<file path="config.mk">
export PLATFORM = sky130hd
export DESIGN_NAME = maze_builder
export DESIGN_NICKNAME = d
export VERILOG_FILES = /design/src/rtl/maze_builder.sv
export SDC_FILE = /design/constraint.sdc
export NUM_CORES = 1
export LEC_CHECK = 0
export CAP_MARGIN = 20
export CORE_MARGIN = 5
export CORE_UTILIZATION = 55
export DETAILED_ROUTE_END_ITERATION = 10
export PLACE_DENSITY = 0.76
export SYNTH_ARGS = -nofsm -noshare
export SYNTH_HDL_FRONTEND = slang
export SYNTH_SLANG_ARGS = --single-unit
</file>
<file path="constraint.sdc">
create_clock -name board_clk -period 4.29 [get_ports board_clk]
set_input_delay 0.429 -clock board_clk [delete_from_list [all_inputs] [get_ports board_clk]]
set_output_delay 0.429 -clock board_clk [all_outputs]
set_load 0.05 [all_outputs]
</file>
<file path="src/rtl/maze_builder.sv">
// Maze tile builder: clears the tile memory to food, then paints wall rectangles
// supplied over a valid/ready handshake, one registered tile write per cycle.
module maze_builder #(
   parameter int COLS = 40,
   parameter int ROWS = 30,
   parameter int AW   = 11
) (
   input  logic          board_clk,
   input  logic          Reset,
   input  logic          start,
   input  logic          rect_valid,
   input  logic [5:0]    rect_x0,
   input  logic [5:0]    rect_x1,
   input  logic [4:0]    rect_y0,
   input  logic [4:0]    rect_y1,
   input  logic          rect_last,
   output logic          rect_ready,
   output logic          wr_en,
   output logic [AW-1:0] wr_addr,
   output logic [1:0]    wr_data,
   output logic          busy,
   output logic          done,
   output logic [10:0]   wall_writes,
   output logic [3:0]    err_count
);

   localparam logic [2:0] IDLE      = 3'd0;
   localparam logic [2:0] CLEAR     = 3'd1;
   localparam logic [2:0] WAIT_RECT = 3'd2;
   localparam logic [2:0] FILL      = 3'd3;
   localparam logic [2:0] DONE      = 3'd4;

   localparam logic [AW-1:0] COLS_A = AW'(COLS);
   localparam logic [AW-1:0] LAST_A = AW'(COLS * ROWS - 1);
   localparam logic [6:0]    COLS_W = 7'(COLS);
   localparam logic [5:0]    ROWS_W = 6'(ROWS);

   logic [2:0]    state;
   logic [5:0]    cx, lx0, lx1;
   logic [4:0]    cy, ly1;
   logic          llast;
   logic [AW-1:0] row_base;

   logic          rect_bad;
   logic          fill_last;
   logic [AW-1:0] rect_base;
   logic [10:0]   wall_inc;
   logic [3:0]    err_inc;

   assign rect_ready = (state == WAIT_RECT);
   assign busy       = (state == CLEAR) || (state == WAIT_RECT) || (state == FILL);

   assign rect_bad  = (rect_x0 > rect_x1) || (rect_y0 > rect_y1) ||
                      ({1'b0, rect_x1} >= COLS_W) || ({1'b0, rect_y1} >= ROWS_W);
   assign rect_base = AW'(rect_y0) * COLS_A;
   assign fill_last = (cx == lx1) && (cy == ly1);
   assign wall_inc  = (wall_writes == 11'h7FF) ? wall_writes : wall_writes + 11'd1;
   assign err_inc   = (err_count == 4'hF) ? err_count : err_count + 4'd1;

   // NOTE: sequential state uses <= so every register sees pre-edge values.
   always_ff @(posedge board_clk or posedge Reset) begin
      if (Reset) begin
         state       <= IDLE;
         wr_en       <= 1'b0;
         wr_addr     <= '0;
         wr_data     <= 2'b00;
         done        <= 1'b0;
         wall_writes <= '0;
         err_count   <= '0;
         cx          <= '0;
         cy          <= '0;
         lx0         <= '0;
         lx1         <= '0;
         ly1         <= '0;
         llast       <= 1'b0;
         row_base    <= '0;
      end else begin
         case (state)
            IDLE, DONE: begin
               if (start) begin
                  state       <= CLEAR;
                  wr_en       <= 1'b1;
                  wr_addr     <= '0;
                  wr_data     <= 2'b10;
                  done        <= 1'b0;
                  wall_writes <= '0;
                  err_count   <= '0;
               end
            end
            CLEAR: begin
               if (wr_addr == LAST_A) begin
                  wr_en <= 1'b0;
                  state <= WAIT_RECT;
               end else begin
                  wr_addr <= wr_addr + 1'b1;
               end
            end
            WAIT_RECT: begin
               if (rect_valid) begin
                  if (rect_bad) begin
                     err_count <= err_inc;
                     if (rect_last) begin
                        state <= DONE;
                        done  <= 1'b1;
                     end
                  end else begin
                     state       <= FILL;
                     wr_en       <= 1'b1;
                     wr_addr     <= rect_base + AW'(rect_x0);
                     wr_data     <= 2'b01;
                     wall_writes <= wall_inc;
                     lx0         <= rect_x0;
                     lx1         <= rect_x1;
                     ly1         <= rect_y1;
                     llast       <= rect_last;
                     cx          <= rect_x0;
                     cy          <= rect_y0;
                     row_base    <= rect_base;
                  end
               end
            end
            FILL: begin
               if (fill_last) begin
                  wr_en <= 1'b0;
                  state <= llast ? DONE : WAIT_RECT;
                  done  <= llast;
               end else if (cx == lx1) begin
                  // Wrap to the left edge of the next row.
                  cx          <= lx0;
                  cy          <= cy + 5'd1;
                  row_base    <= row_base + COLS_A;
                  wr_addr     <= row_base + COLS_A + AW'(lx0);
                  wall_writes <= wall_inc;
               end else begin
                  cx          <= cx + 6'd1;
                  wr_addr     <= wr_addr + 1'b1;
                  wall_writes <= wall_inc;
               end
            end
            default: begin
               state <= IDLE;
               wr_en <= 1'b0;
            end
         endcase
      end
   end

endmodule

</file>
* Word level (Yosys, flattened, before mapping)
Index checks and enable logic that the tools add are counted.
Word-level totals: output and inout port bits 32, bits in registers 73, bits of input ports 27
Cells by class: reductions and logical operators 22, eq/ne operators 21, magnitude comparators 4, multipliers 1, mux-type cells 56, bitwise gates (word level) 1, add/sub/neg operators 8
Operators by type and width (number):
- $mux 11 | 14
- $pmux 11 s4 | 1
- $pmux 11 s3 | 1
- $reduce_and 5->1 | 5
- $mux 6 | 4
- $add 11x1->11 const B | 2
- $add 11x6->11 | 2
- $eq 11x11->1 const B | 2
- $pmux 11 s2 | 1
- $mux 3 | 7
- $mux 5 | 4
- $mux 4 | 4
- $ne 2x2->1 const B | 8
- $pmux 3 s4 | 1
- $pmux 6 s2 | 1
- $reduce_and 6->1 | 2
- $add 11x6->11 const B | 1
- $mux 1 | 10
- $pmux 5 s2 | 1
- $mul 5x3->8 const B | 1
- $pmux 4 s2 | 1
- $reduce_and 4->1 | 2
- $add 6x1->6 const B | 1
- $eq 3x2->1 const B | 2
- other kinds (26) | 35

* Longest topological paths before layout
depth in word-level cells 7, gate-level depth with buffers 11

* Worst setup path before layout
OpenSTA, ideal clock, no wires.
kind register to register, from reg wr_addr[0], to reg wr_addr[0], path buffers 0, data arrival time 2.356 ns, library setup time 0.125 ns, path slack 1.809 ns, stages on the path, launching flop included 10, path through dfrtp_1 > ha_1 > nand3_1 > nor2_1 > and4_1 > o21a_1 > nor2_1 > nand2_2 > inv_2 > mux2_2
Between the ends: longest elaborated chain between the ends 4, elaborated cells between the ends (all ways) 8, classes of those cells 1 x add/sub; 2 x eq/ne; 4 x mux; 1 x reduce/logical
Ends and longest elaborated chain:
- start: declaration | RTL line 19 | output logic [AW-1:0] wr_addr,
- start signal: assignment | RTL line 95 | wr_addr <= wr_addr + 1'b1;
- start signal: assignment | RTL line 109 | wr_addr <= rect_base + AW'(rect_x0);
- start signal: assignment | RTL line 132 | wr_addr <= row_base + COLS_A + AW'(lx0);
- $add 11x1->11 | RTL line 95, 136
- $mux 11 | RTL line 127 | end else if (cx == lx1) begin
- $mux 11 | RTL line 123 | if (fill_last) begin
- $pmux 11 s4 | RTL line 78 | case (state)
Parallel ways exist; a longest one is shown, timed or not. The select of a mux whose other input is x is not followed. A chain may end at the register's enable or synchronous reset.

* Worst setup path in the final report
from reg state[1], to out rect_ready
Between the ends: longest elaborated chain between the ends 1
Ends and longest elaborated chain:
- start: declaration | RTL line 38 | logic [2:0] state;
- start signal: assignment | RTL line 125 | state <= llast ? DONE : WAIT_RECT;
- $eq 3x2->1 | RTL line 50 | assign rect_ready = (state == WAIT_RECT);
- end: declaration | RTL line 17 | output logic rect_ready,
Every way passes these cells.

==> impl_metrics.toml <==
[cts]
insertion_delay_ns = 0.35
cts_root_buffer = "clkbuf_8"
cts_setup_buffers = 0
numClockSinks = 70
cts_made_buffers = 9
ctsResizeCount = 0
ctsHoldBuffers = 0
clockBufferDepth = 2
cts_max_level = 3
cts_tree = "yes"
clk_pin_slew_ns = 0.08

[placed_design]
post-place-ws_ns = 0.7844
hpwl_microns = 10020
place_congestion = 0.9674
io_buffers = 58

[grt]
grt_max_degree = 32
grt_pass1_vias = 4491
grt.total_usage_pct = 24.21
antenna_found_initial = 0
grt-ovfl-total = 0
grt_first_pass_wirelength_microns = 22110

[logic_synthesis]
syn_area_sq_um = 4981
ys.flop_type = "dfrtp_1"
postSynthCellCount = 565
syn_area_per_cell_sq_um = 8.816
synth_edf_count = 0
yosys_warnings = 0
ys_seq_area_share_pct = 35.17
syn_nets = 624
async_flop_share_pct = 100.0
synth_seq_cells = 70
ys_types = 71

[route]
drt_pass1_iterations = 5
drt-initial-drc-count = 250
avgRoutedWirePerCell_microns = 17.78
via_count = 4523
ant_nets = 0
via_per_inst = 6.154
drc = 0
postRouteWirelength_microns = 13070

[worst_hold_path]
hp-class = "input pin to asynchronous set/reset pin"

[worst_setup_path]
start_kind = "flop"
crit_chain = "inv_1 -> nor2_1 -> nand2_1 -> inv_1 -> buf_4 -> clkdlybuf4s50_1"
crit_top_cell = "inv_1"
cpPeakStageDelay_ns = 0.83
worst_ep_arrival_time_ns = 2.78
worst_ep_required_time_ns = 3.86
rrSetupSlack_ns = 1.16
endpoint_kind = "output pin"
path_class = "flop to output pin"
cp_max_fo = 12
crit_path_top_delay_cell = "clkdlybuf4s50_1"

[pwr]
leakagePower_nw = 2.565
peakVddDrop_uv = 336.2
cellPowerDensity_nw_per_um2 = 725.0

[final_layout]
layout-area-overhead-vs-synth_pct = 18.06
diodes = 0
fin_util_pct = 67.10
finalNetCount = 681
drive_above_1_share_pct = 9.729

[floorplan]
die_h_microns = 105.2
die_x_microns = 105.2
num_rows = 34
die-area_sq_um = 11060
fp.coreArea_sq_um = 8763
io_pins = 59
initial_core_util_pct = 56.84

[sta]
max-slew-margin-rel_pct = 36.22
final_max_slew_viol_count = 0
setup_viol = 0
clock_skew_ns = 0.008568
fin_crit_sh_pct = 74.89
worst_slew_pin_slew_ns = 0.9567
fin_ws_ns = 1.077
rsz0062_at_grt = "no"
hold_viol = 0
min_period_ns = 3.213
final.setup.tns_ns = 0
timing.fmax_mhz = 311.3

[status]
outcome = "completed"

[run]
drv_cap = 0
==> registers in the layout (all words and copies together) (netlist names) <==
register and count:
err_count 4, wr_data 2, cy 5, cx 6, lx1 6, llast 1
state 3, wall_writes 11, ly1 5, lx0 6, wr_en 1, row_base 8
wr_addr 11, done 1
==> logic make-up (layout without fill, tap and decap cells) <==
| logic type | after synthesis | after routing | synth area share [%] |
|---|---|---|---|
| DFF | 70 | 70 | 35.17 |
| other | 1 | 1 | 0.07529 |
| xor gates and xnor gates | 42 | 42 | 7.385 |
| adders and majority gates | 32 | 32 | 8.340 |
| and+or+nand+nor | 175 | 175 | 17.81 |
| AOI/OAI and AO/OA | 163 | 163 | 20.87 |
| muxes | 24 | 24 | 5.300 |
| buffers and inverters | 58 | 120 | 5.049 |
==> cells in the mapped netlist, types with 8 or more instances <==
| cell | n | area share [%] |
|---|---|---|
| nor2_1 | 32 | 2.4 |
| a31oi_1 | 14 | 1.8 |
| a21oi_1 | 41 | 4.1 |
| xor2_1 | 21 | 3.7 |
| mux2_2 | 19 | 4.3 |
| xnor2_1 | 21 | 3.7 |
| inv_1 | 35 | 2.6 |
| dfrtp_1 | 70 | 35 |
| o21ai_0 | 45 | 4.5 |
| nand3_1 | 30 | 3.0 |
| ha_1 | 30 | 7.5 |
| nand2_1 | 51 | 3.8 |
| clkbuf_1 | 8 | 0.60 |
| or3_1 | 9 | 1.1 |
==> final timing paths <==
kind | from | endpoint | depth (start not counted)
worst max-delay path | state[1] | rect_ready | 6
worst min-delay path | Reset | lx1[1] | 2
worst max register to register | cx[0] | row_base[9] | 8
worst min register to register | lx0[0] | lx0[0] | 2
max in group asynchronous | Reset | row_base[10] | 3
min in group board_clk | lx0[0] | lx0[0] | 2
==> placed cells by master (no fill, tap or decap), types with 3 or more instances in the layout <==
cell type         n
ha_1             30
and2_1            6
nor3_1            7
o211ai_1          3
buf_4             8
clkbuf_8          9
a221oi_1          5
o41ai_1           7
a211oi_1          4
clkdlybuf4s50_1  58
o21a_1            5
dfrtp_1          70
or3_1             9
mux2i_1           5
a21o_1            7
nand2_1          51
nand4_1           3
a21oi_1          41
inv_1            34
nor2b_1           3
o21ai_0          45
nor3_2            3
mux2_2           19
xnor2_1          21
o21ai_1           4
nor3b_1           4
nand3_1          30
and3_1            5
and4_1            3
nand2_2           4
nor2_1           32
nand3b_1          3
xor2_1           21
a31oi_1          14
==> per-stage QoR <==
| step | power, mW | area [sq um] | std cells | hold slack, ns |
|---|---|---|---|---|
| after floorplan | 2.990 | 4981 | 565 | 0.4497 |
| after global placement | 3.582 | 5647 | 718 | 0.4772 |
| after detailed placement | 3.660 | 5667 | 719 | 0.4922 |
| after CTS | 4.260 | 5881 | 735 | 0.4408 |
| after global routing | 4.576 | 5881 | 735 | 0.4825 |
| final | 4.264 | 5881 | 735 | 0.4330 |
==> critical path, delay by kind of cell (launching register included) <==
| family | cells | cell delay (ns) |
|---|---|---|
| flip-flops | 1 | 0.57 |
| buffers and inverters | 4 | 1.43 |
| AND/OR/NAND/NOR | 2 | 0.44 |
==> routing by layer <==
metal / vias to the layer above / GRT usage [%] / wire, microns
li1: 2159 / - / -
met5: - / 0 / 0
met3: 26 / 5.549 / 1065
met2: 193 / 39.97 / 6395
met1: 2145 / 31.07 / 5327
met4: 0 / 8.767 / 276
==> layout make-up <==
class	instances	area [sq um]
clock buffer	10	127.6
sequential	70	1752
clock inverter	6	86.33
tap	108	135.1
multi-input combinational	437	2978
timing repair buffer	67	660.6
fill	716	2883
inverter	37	141.4
==> report_power, final <==
part	switching (mW)	internal, mW
clock network	0.261	0.327
registers	0.363	0.942
logic	1.43	0.944
Power figures use the tool's default switching activity.
